--- src/rtl/rob_commit.sv ---
// rob_commit: in-order retirement buffer in front of a dual-write-port register file.
// Entries are allocated in program order at the tail and completed out of order by two result
// buses. Up to two completed head entries retire per cycle.
//
// Ports
//   clk_i, rst_ni            clock (posedge), asynchronous active-low reset
//   flush_i                  synchronous discard of every entry
//   alloc_valid_i/_wen_i/_dest_i, alloc_ready_o, alloc_tag_o   dispatch interface
//   cdb{0,1}_valid_i/_tag_i/_data_i                          result buses (cdb0 wins on clash)
//   commit_we_o/_reg_o/_data_o, commit_we2_o/_reg2_o/_data2_o register file write ports
//   count_o, empty_o         occupancy
module rob_commit #(
    parameter int unsigned DEPTH  = 8,
    parameter int unsigned TAG_W  = 3,
    parameter int unsigned DATA_W = 32
) (
    input  logic              clk_i,
    input  logic              rst_ni,
    input  logic              flush_i,
    input  logic              alloc_valid_i,
    input  logic              alloc_wen_i,
    input  logic [4:0]        alloc_dest_i,
    output logic              alloc_ready_o,
    output logic [TAG_W-1:0]  alloc_tag_o,
    input  logic              cdb0_valid_i,
    input  logic [TAG_W-1:0]  cdb0_tag_i,
    input  logic [DATA_W-1:0] cdb0_data_i,
    input  logic              cdb1_valid_i,
    input  logic [TAG_W-1:0]  cdb1_tag_i,
    input  logic [DATA_W-1:0] cdb1_data_i,
    output logic              commit_we_o,
    output logic [4:0]        commit_reg_o,
    output logic [DATA_W-1:0] commit_data_o,
    output logic              commit_we2_o,
    output logic [4:0]        commit_reg2_o,
    output logic [DATA_W-1:0] commit_data2_o,
    output logic [TAG_W:0]    count_o,
    output logic              empty_o
);

    localparam logic [TAG_W:0] FullCnt = (TAG_W + 1)'(DEPTH);

    logic [DEPTH-1:0]  busy_q, busy_d;
    logic [DEPTH-1:0]  done_q, done_d;
    logic [DEPTH-1:0]  wen_q, wen_d;
    logic [4:0]        dest_q [DEPTH];
    logic [4:0]        dest_d [DEPTH];
    logic [DATA_W-1:0] data_q [DEPTH];
    logic [DATA_W-1:0] data_d [DEPTH];
    logic [TAG_W-1:0]  head_q, head_d;
    logic [TAG_W-1:0]  tail_q, tail_d;
    logic [TAG_W:0]    count_q, count_d;

    logic [TAG_W-1:0]  head1;
    logic              ret0, ret1;
    logic [1:0]        n_ret;
    logic              alloc_fire;
    logic              w0, w1;

    assign head1 = head_q + TAG_W'(1);
    assign ret0  = busy_q[head_q] & done_q[head_q];
    assign ret1  = ret0 & busy_q[head1] & done_q[head1];
    // ret1 implies ret0, so the retire count is {ret1, ret0 ^ ret1}
    assign n_ret = {ret1, ret0 ^ ret1};

    // Registered count only: entries retiring this cycle do not free space until next cycle.
    assign alloc_ready_o = (count_q < FullCnt) & ~flush_i;
    assign alloc_fire    = alloc_valid_i & alloc_ready_o;
    assign alloc_tag_o   = tail_q;
    assign count_o       = count_q;
    assign empty_o       = (count_q == '0);

    always_comb begin
        busy_d  = busy_q;
        done_d  = done_q;
        wen_d   = wen_q;
        dest_d  = dest_q;
        data_d  = data_q;
        head_d  = head_q;
        tail_d  = tail_q;
        count_d = count_q;
        if (flush_i) begin
            busy_d  = '0;
            done_d  = '0;
            head_d  = '0;
            tail_d  = '0;
            count_d = '0;
        end else begin
            // cdb1 applied first so cdb0 overwrites it when both name the same entry
            if (cdb1_valid_i && busy_q[cdb1_tag_i] && !done_q[cdb1_tag_i]) begin
                done_d[cdb1_tag_i] = 1'b1;
                data_d[cdb1_tag_i] = cdb1_data_i;
            end
            if (cdb0_valid_i && busy_q[cdb0_tag_i] && !done_q[cdb0_tag_i]) begin
                done_d[cdb0_tag_i] = 1'b1;
                data_d[cdb0_tag_i] = cdb0_data_i;
            end
            if (ret0) begin
                busy_d[head_q] = 1'b0;
                done_d[head_q] = 1'b0;
            end
            if (ret1) begin
                busy_d[head1] = 1'b0;
                done_d[head1] = 1'b0;
            end
            // The tail entry is never busy when allocation is possible, so it cannot collide
            // with a retire or a completion above.
            if (alloc_fire) begin
                busy_d[tail_q] = 1'b1;
                done_d[tail_q] = 1'b0;
                wen_d[tail_q]  = alloc_wen_i & (alloc_dest_i != 5'd0);
                dest_d[tail_q] = alloc_dest_i;
                tail_d         = tail_q + TAG_W'(1);
            end
            head_d  = head_q + TAG_W'(n_ret);
            count_d = count_q + (TAG_W + 1)'(alloc_fire) - (TAG_W + 1)'(n_ret);
        end
    end

    always_ff @(posedge clk_i or negedge rst_ni) begin
        if (!rst_ni) begin
            busy_q  <= '0;
            done_q  <= '0;
            wen_q   <= '0;
            head_q  <= '0;
            tail_q  <= '0;
            count_q <= '0;
        end else begin
            busy_q  <= busy_d;
            done_q  <= done_d;
            wen_q   <= wen_d;
            head_q  <= head_d;
            tail_q  <= tail_d;
            count_q <= count_d;
        end
    end

    // Payload is only observed while its entry is busy, so it needs no reset.
    always_ff @(posedge clk_i) begin
        dest_q <= dest_d;
        data_q <= data_d;
    end

    // Oldest writing entry on port 1, younger on port 2; port 2 never used without port 1.
    always_comb begin
        w0             = ret0 & wen_q[head_q] & ~flush_i;
        w1             = ret1 & wen_q[head1] & ~flush_i;
        commit_we_o    = 1'b0;
        commit_reg_o   = '0;
        commit_data_o  = '0;
        commit_we2_o   = 1'b0;
        commit_reg2_o  = '0;
        commit_data2_o = '0;
        if (w0) begin
            commit_we_o   = 1'b1;
            commit_reg_o  = dest_q[head_q];
            commit_data_o = data_q[head_q];
            if (w1) begin
                commit_we2_o   = 1'b1;
                commit_reg2_o  = dest_q[head1];
                commit_data2_o = data_q[head1];
            end
        end else if (w1) begin
            commit_we_o   = 1'b1;
            commit_reg_o  = dest_q[head1];
            commit_data_o = data_q[head1];
        end
    end

endmodule
--- config.mk ---
export PLATFORM = sky130hd
export DESIGN_NAME = rob_commit
export DESIGN_NICKNAME = d
export VERILOG_FILES = /design/src/rtl/rob_commit.sv
export SDC_FILE = /design/constraint.sdc
export NUM_CORES = 1
export LEC_CHECK = 0
export ABC_AREA = 0
export CAP_MARGIN = 10
export CORE_MARGIN = 2
export CORE_UTILIZATION = 45
export CTS_BUF_LIST = sky130_fd_sc_hd__clkbuf_16
export DETAILED_ROUTE_END_ITERATION = 7
export PLACE_DENSITY_LB_ADDON = 0.08
export SLEW_MARGIN = 0
export SYNTH_ARGS = -nofsm -noshare
export SYNTH_HDL_FRONTEND = slang
export SYNTH_SLANG_ARGS = --single-unit
--- constraint.sdc ---
create_clock -name clk_i -period 3.8 [get_ports clk_i]
set_input_delay 0.57 -clock clk_i [delete_from_list [all_inputs] [get_ports clk_i]]
set_output_delay 0.57 -clock clk_i [all_outputs]
set_load 0.03 [all_outputs]
==> results of run 1 <==
-- worst max-delay path: cells and delay by family, from the launching register on --
family / cells / cell delay, ns
muxes: 1 / 0.56
DFF: 1 / 0.52
buffers and inverters: 3 / 0.52
and+or+nand+nor: 2 / 0.36
AOI/OAI and AO/OA: 1 / 0.35
adders and majority gates: 1 / 0.21
xor gates and xnor gates: 1 / 0.21
-- final timing paths --
kind,start,endpoint,cells past startpoint
hold / removal,rst_ni,alloc_tag_o[0],1
hold reg to reg,wen_q[7],wen_q[7],1
setup / recovery,head_q[1],commit_data_o[22],9
min in group clk_i,wen_q[7],wen_q[7],1
setup reg to reg,head_q[1],count_o[3],14
max in group asynchronous,rst_ni,head_q[2],1
-- logic make-up after synthesis --
logic type / Yosys count / synth area share, %
buf+inv: 264 / 4.60
xor+xnor: 7 / 0.300
simple gates: 776 / 15.3
mux: 387 / 21.4
compound gates: 463 / 15.3
fa+ha+maj: 11 / 0.666
flops: 330 / 42.5
-- final cells by class --
cell class	count	area, um2	area share, %
Multi-Input combinational cell	1644	12800	44.8
Sequential cell	330	9750	34.2
Timing Repair Buffer	312	3880	13.6
Clock buffer	41	1030	3.59
Tap cell	672	841	2.95
Clock inverter	26	163	0.570
Inverter	22	90.1	0.316
Antenna cell	1	2.50	0.00877
-- timing repair --
action	CTS	global route
hold buffers	0	0
hold endpoints to repair	0	0
gates resized for setup	65	49
pin swaps	4	9
buffers inserted	17	4
endpoints found under the setup margin	74	69
cloned	4	1
-- layout by cell type, fill, tap and decap left out, types with 5 or more instances in the layout --
master             n
o22ai_1           28
nand3_1          158
a31oi_1           41
edfxtp_1         296
a2111oi_0          5
nor2b_1           25
o22a_1            10
nor4_4             5
o211ai_1           9
inv_1             27
o32ai_2            8
a22oi_1           18
nor4_1             6
a221oi_1          33
mux2_2           154
a21oi_1           89
dfrtp_1           31
o2111ai_1         10
clkinv_1          11
a32o_2             6
mux2i_1          133
buf_4            113
clkbuf_16         42
and2_1            10
mux4_2            64
a211oi_1           9
o32ai_4           23
nor2_2            12
nand2b_1           5
nor3_1            89
a41oi_1           65
nand2_1          268
buf_12            88
o21ai_0           58
clkdlybuf4s50_1   89
nor2_1           157
mux2_1            32
buf_6             12
ha_1               8
o21a_1             7
-- through the flow --
step	instances	util (%)	hold WS [ns]
global placement	2955	52.5	0.526
global route	3048	56.8	0.162
detailed placement	2955	52.5	0.525
floorplan	2238	-	0.274
finish	3048	56.8	0.103
CTS	3042	56.2	0.119
-- layer usage --
layer / vias up / part of all wire, % / track usage, %
li1: 8848 / - / -
met5: - / 0.035 / 0
met1: 10300 / 38 / 45.5
met3: 337 / 11 / 6.32
met4: 6 / 5.4 / 18.0
met2: 1496 / 46 / 55.5
-- report_power, final --
group / switching (uW) / total [uW] / internal (uW)
logic: 928 / 1570 / 637
clock network: 1620 / 3690 / 2070
registers: 178 / 4390 / 4210
total: 2730 / 9650 / 6920
-- sequential cells by signal (all words and copies together), names as in the netlist --
register     count
wen_q            8
count_o          4
busy_q           8
head_q           3
data_q         256
alloc_tag_o      3
done_q           8
dest_q          40
==> flow_summary.yaml, run 1 <==
die:
  die_y_um: 230
  die_x_um: 230
  core_um2: 50300
  start_util_pct: 45.6
  ios: 167
  dieArea_um2: 52800
  rows: 82
yosys:
  synth_nets: 2331
  ys_top_cells_by_count: "296 x edfxtp_1, 270 x nand2_1, 171 x nor2_1, 159 x nand3_1, 154 x mux2_2"
  yosysTopAreaCellShare_pct: 38.8
  synthArstFlopShare_pct: 10.3
  ys_types: 72
  post-synth-top-count-cell: "edfxtp_1"
  netlist_instances: 2238
  yosysWarnings: 0
  ys_top_cells_by_area: "edfxtp_1 39%, mux2_2 7.6%, mux4_2 6.3%"
  synth_seq_area_share_pct: 42.5
  ys_ff_latch: 330
  avgSynthCellArea_um2: 10.2
  synth_top_area_cell: "edfxtp_1"
  synth_flop_cell: "edfxtp_1"
  netlist_area_um2: 22900
  synth_edf_count: 296
final_layout:
  area_growth_pct: 24.5
  drive_gt1_share_pct: 25.3
  num-fill-cells: 4273
  nNetsFinal: 2443
  design_area_um2: 28500
detailed_routing:
  wl_per_cell_um: 30.7
  drc: 0
  via_per_inst: 6.88
  via_count: 21000
  detail-route-antenna-nets: 0
  routed_wl_mm: 93.4
  first_iter_violations: 2827
  dr.pass1.iters: 6
timing:
  finalCritPeriodShare_pct: 102
  rsz0062_at_grt: "yes"
  tightest_slew_ns: 0.921
  tns_ns: -0.503
  layout_setup_ws_ns: -0.0897
  relSlewSlack_pct: 38.6
  max_freq_mhz: 257
  hold_violations: 0
  setup_violations: 22
  fin_crit_ns: 3.89
  fin_worst_skew_ns: 0.0160
  drv_slew: 0
global_route:
  grt_antenna_before_repair: 4
  grt_pass1_wl_mm: 137
  grt-ovfl-total: 0
  grt_max_degree: 67
  grt_pass1_vias: 20600
  track_usage_pct: 34.8
placement:
  place_ws_ns: 0.148
  gp_congestion: 0.881
  hpwl_mm: 54.8
  place_area_um2: 26400
  port_buffers: 166
power_and_ir_drop:
  finalPower_uw: 9650
  powerDensity_nw_per_um2: 338
  max-vdd-ir-drop_mv: 0.292
  leakagePower_uw: 0.0104
critical_path:
  worstPathArrival_ns: 3.32
  critPathRequiredTime_ns: 3.23
  path_max_fanout: 7
  start_kind: "flop"
  cp-end-kind: "output port"
  slowest_stage: "mux4_2"
  r2r_slack_ns: 0.57
  worstSetupPathType: "reg -> out"
  crit_path_cell_trace: "ha_4, xor2_4, mux4_2, nor4_4, nand3b_1, buf_6, clkbuf_16, o32ai_4, buf_12"
  max_stage_delay_ns: 0.56
cts:
  clock_path_buffers: 3
  clock_latency_ns: 0.58
  root_buffer: "clkbuf_16"
  h-tree-depth: 2
  clk_pin_slew_ns: 0.06
  cts_tree: "done"
  clock_sinks: 330
  cts_made_buffers: 40
hold_path:
  hold_class: "in -> async"
status:
  status: "finished with violations"
  failed_checks: "negative setup slack"
run:
  maxCapViolCount: 0
Note: power is estimated with default switching activity, not from simulation.
==> inputs of run 2 (changes only) <==
--- a/config.mk
+++ b/config.mk
@@ -8,7 +8,7 @@
 export ABC_AREA = 0
 export CAP_MARGIN = 10
 export CORE_MARGIN = 2
-export CORE_UTILIZATION = 45
+export CORE_UTILIZATION = 40
 export CTS_BUF_LIST = sky130_fd_sc_hd__clkbuf_16
 export DETAILED_ROUTE_END_ITERATION = 7
 export PLACE_DENSITY_LB_ADDON = 0.08
==> flow_summary.yaml, run 2 (synthesized netlist as in run 1, its figures left out) <==
status:
  status: "finished with violations"
  failed_checks: "negative setup slack"
final_layout:
  regArea_um2: 9750
  utilization_pct: 50.8
  diodes: 0
  design_area_um2: 28700
  nNetsFinal: 2442
  area_growth_pct: 25.3
  multi_input_area_um2: 12900
  largest_register_ffs: 256
  reg_top3: "data_q: 256 flops, dest_q: 40 flops"
  layout_commonest_cell: "edfxtp_1"
  final_cell_mix: "296 x edfxtp_1, 268 x nand2_1, 158 x nand3_1"
  num-fill-cells: 5003
  regMostFlops: "data_q"
  drive_gt1_share_pct: 25.0
timing:
  hold_violations: 0
  drv_slew: 0
  tightest_slew_ns: 0.928
  relSlewSlack_pct: 38.0
  setup_violations: 4
  max_freq_mhz: 260
  layout_setup_ws_ns: -0.0467
  fin_crit_ns: 3.85
  rsz0062_at_grt: "yes"
  finalCritPeriodShare_pct: 101
  hold_slack_ns: 0.110
  fin_worst_skew_ns: 0.0253
cts:
  clock_latency_ns: 0.59
  clock_sinks: 330
  clock_path_buffers: 3
  root_buffer: "clkbuf_16"
  cts_made_buffers: 41
  cts_tree: "done"
  hold_buffers: 0
  h-tree-depth: 2
  clk_pin_slew_ns: 0.06
critical_path:
  path_max_fanout: 12
  worstSetupPathType: "reg -> out"
  start_kind: "flop"
  crit_family: "buffers and inverters"
  max_stage_delay_ns: 0.52
  critPathRequiredTime_ns: 3.23
  worstPathArrival_ns: 3.28
  r2r_slack_ns: 0.61
  cp_num_buf_inv: 3
  cp-end-kind: "output port"
  crit_path_cell_trace: "ha_4, nor2b_1, mux4_2, nor4_4, nand3b_1, buf_12, buf_16, o32ai_4, buf_12"
  slowest_stage: "dfrtp_4"
  worst_path_most_repeated_cell: "buf_12"
placement:
  gp_congestion: 0.861
  place_area_um2: 26600
  port_buffers: 166
  hpwl_mm: 58.1
die:
  start_util_pct: 40.6
  dieArea_um2: 59300
  die_y_um: 243
  rows: 87
  core_um2: 56500
  ios: 167
  die_x_um: 243
power_and_ir_drop:
  power.net_switching_uw: 2760
  netSwitchingFraction_pct: 28.6
  powerDensity_nw_per_um2: 336
  max-vdd-ir-drop_mv: 0.306
  leakagePower_uw: 0.0104
  pwr-share-clk_pct: 38.0
  intPower_uw: 6880
  p_seq_share_pct: 45.6
  power_frac_comb_pct: 16.3
  finalPower_uw: 9640
detailed_routing:
  routed_wl_mm: 96.3
  first_iter_violations: 2733
  via_per_inst: 6.63
  wl_per_cell_um: 30.7
  via_count: 20800
  dr.pass1.iters: 8
  drc: 0
  detail-route-antenna-nets: 0
global_route:
  grt_pass1_wl_mm: 141
  track_usage_pct: 31.8
  grt_max_degree: 67
  grt_antenna_before_repair: 1
  grt_pass1_vias: 20400
  grt-ovfl-total: 0
hold_path:
  hold_class: "in -> async"
run:
  maxCapViolCount: 0
[run 2: cell types whose count changed in the layout (fill, tap and decap cells not counted), sizes merged]
cell	previous run	this run
bufinv	2	0
clkinvlp	2	1
diode	1	0
clkinv	13	21
buf	218	217
bufbuf	4	3
clkbuf	42	44
[run 2: power groups by stage]
stage	clock [uW]	sequential [uW]	combinational, uW
2_1_floorplan	0	4440	844
3_3_place_gp	0	4460	1430
3_5_place_dp	0	4460	1460
4_1_cts	3720	4390	1520
5_1_grt	3820	4430	1670
6_report	3670	4400	1570
[run 2: path summary, 6_finish.rpt]
kind                                start                end  cells after the start
worst max-delay path            head_q[1]  commit_data_o[16]                      9
worst min-delay path               rst_ni         count_o[3]                      1
min in group clk_i               wen_q[5]           wen_q[5]                      1
worst max register to register  head_q[1]         count_o[2]                     11
max in group asynchronous          rst_ni          head_q[0]                      1
worst min register to register   wen_q[5]           wen_q[5]                      1
[run 2: final cells by class]
cell class,instances,share of cell area (%)
Clock inverter,31,0.457
Sequential cell,330,33.9
Inverter,22,0.309
Multi-Input combinational cell,1644,44.8
Timing Repair Buffer,310,13.5
Tap cell,756,3.29
Clock buffer,43,3.75
[run 2: layer usage]
metal	part of all wire [%]	global-route usage (%)	vias up
met5	0	0	-
met4	4.7	15.5	0
met3	9.9	5.57	253
met2	45	49.5	1332
met1	40	42.9	10400
li1	-	-	8861
[run 2: per-stage QoR]
stage	setup TNS (ns)	setup WS, ns	instances
6_report	-0.106	-0.0467	3136
5_1_grt	-2.02	-0.122	3136
4_1_cts	-0.382	-0.0503	3129
3_5_place_dp	0	0.178	3045
3_3_place_gp	0	0.182	3045
2_1_floorplan	-301.35	-1.16	2238
[run 2: timing repair]
action | in CTS | in global routing
pin swaps | 5 | 3
setup buffers | 6 | 6
endpoints found under the setup margin | 75 | 57
gates resized for setup | 62 | 48
cloned | 4 | 1
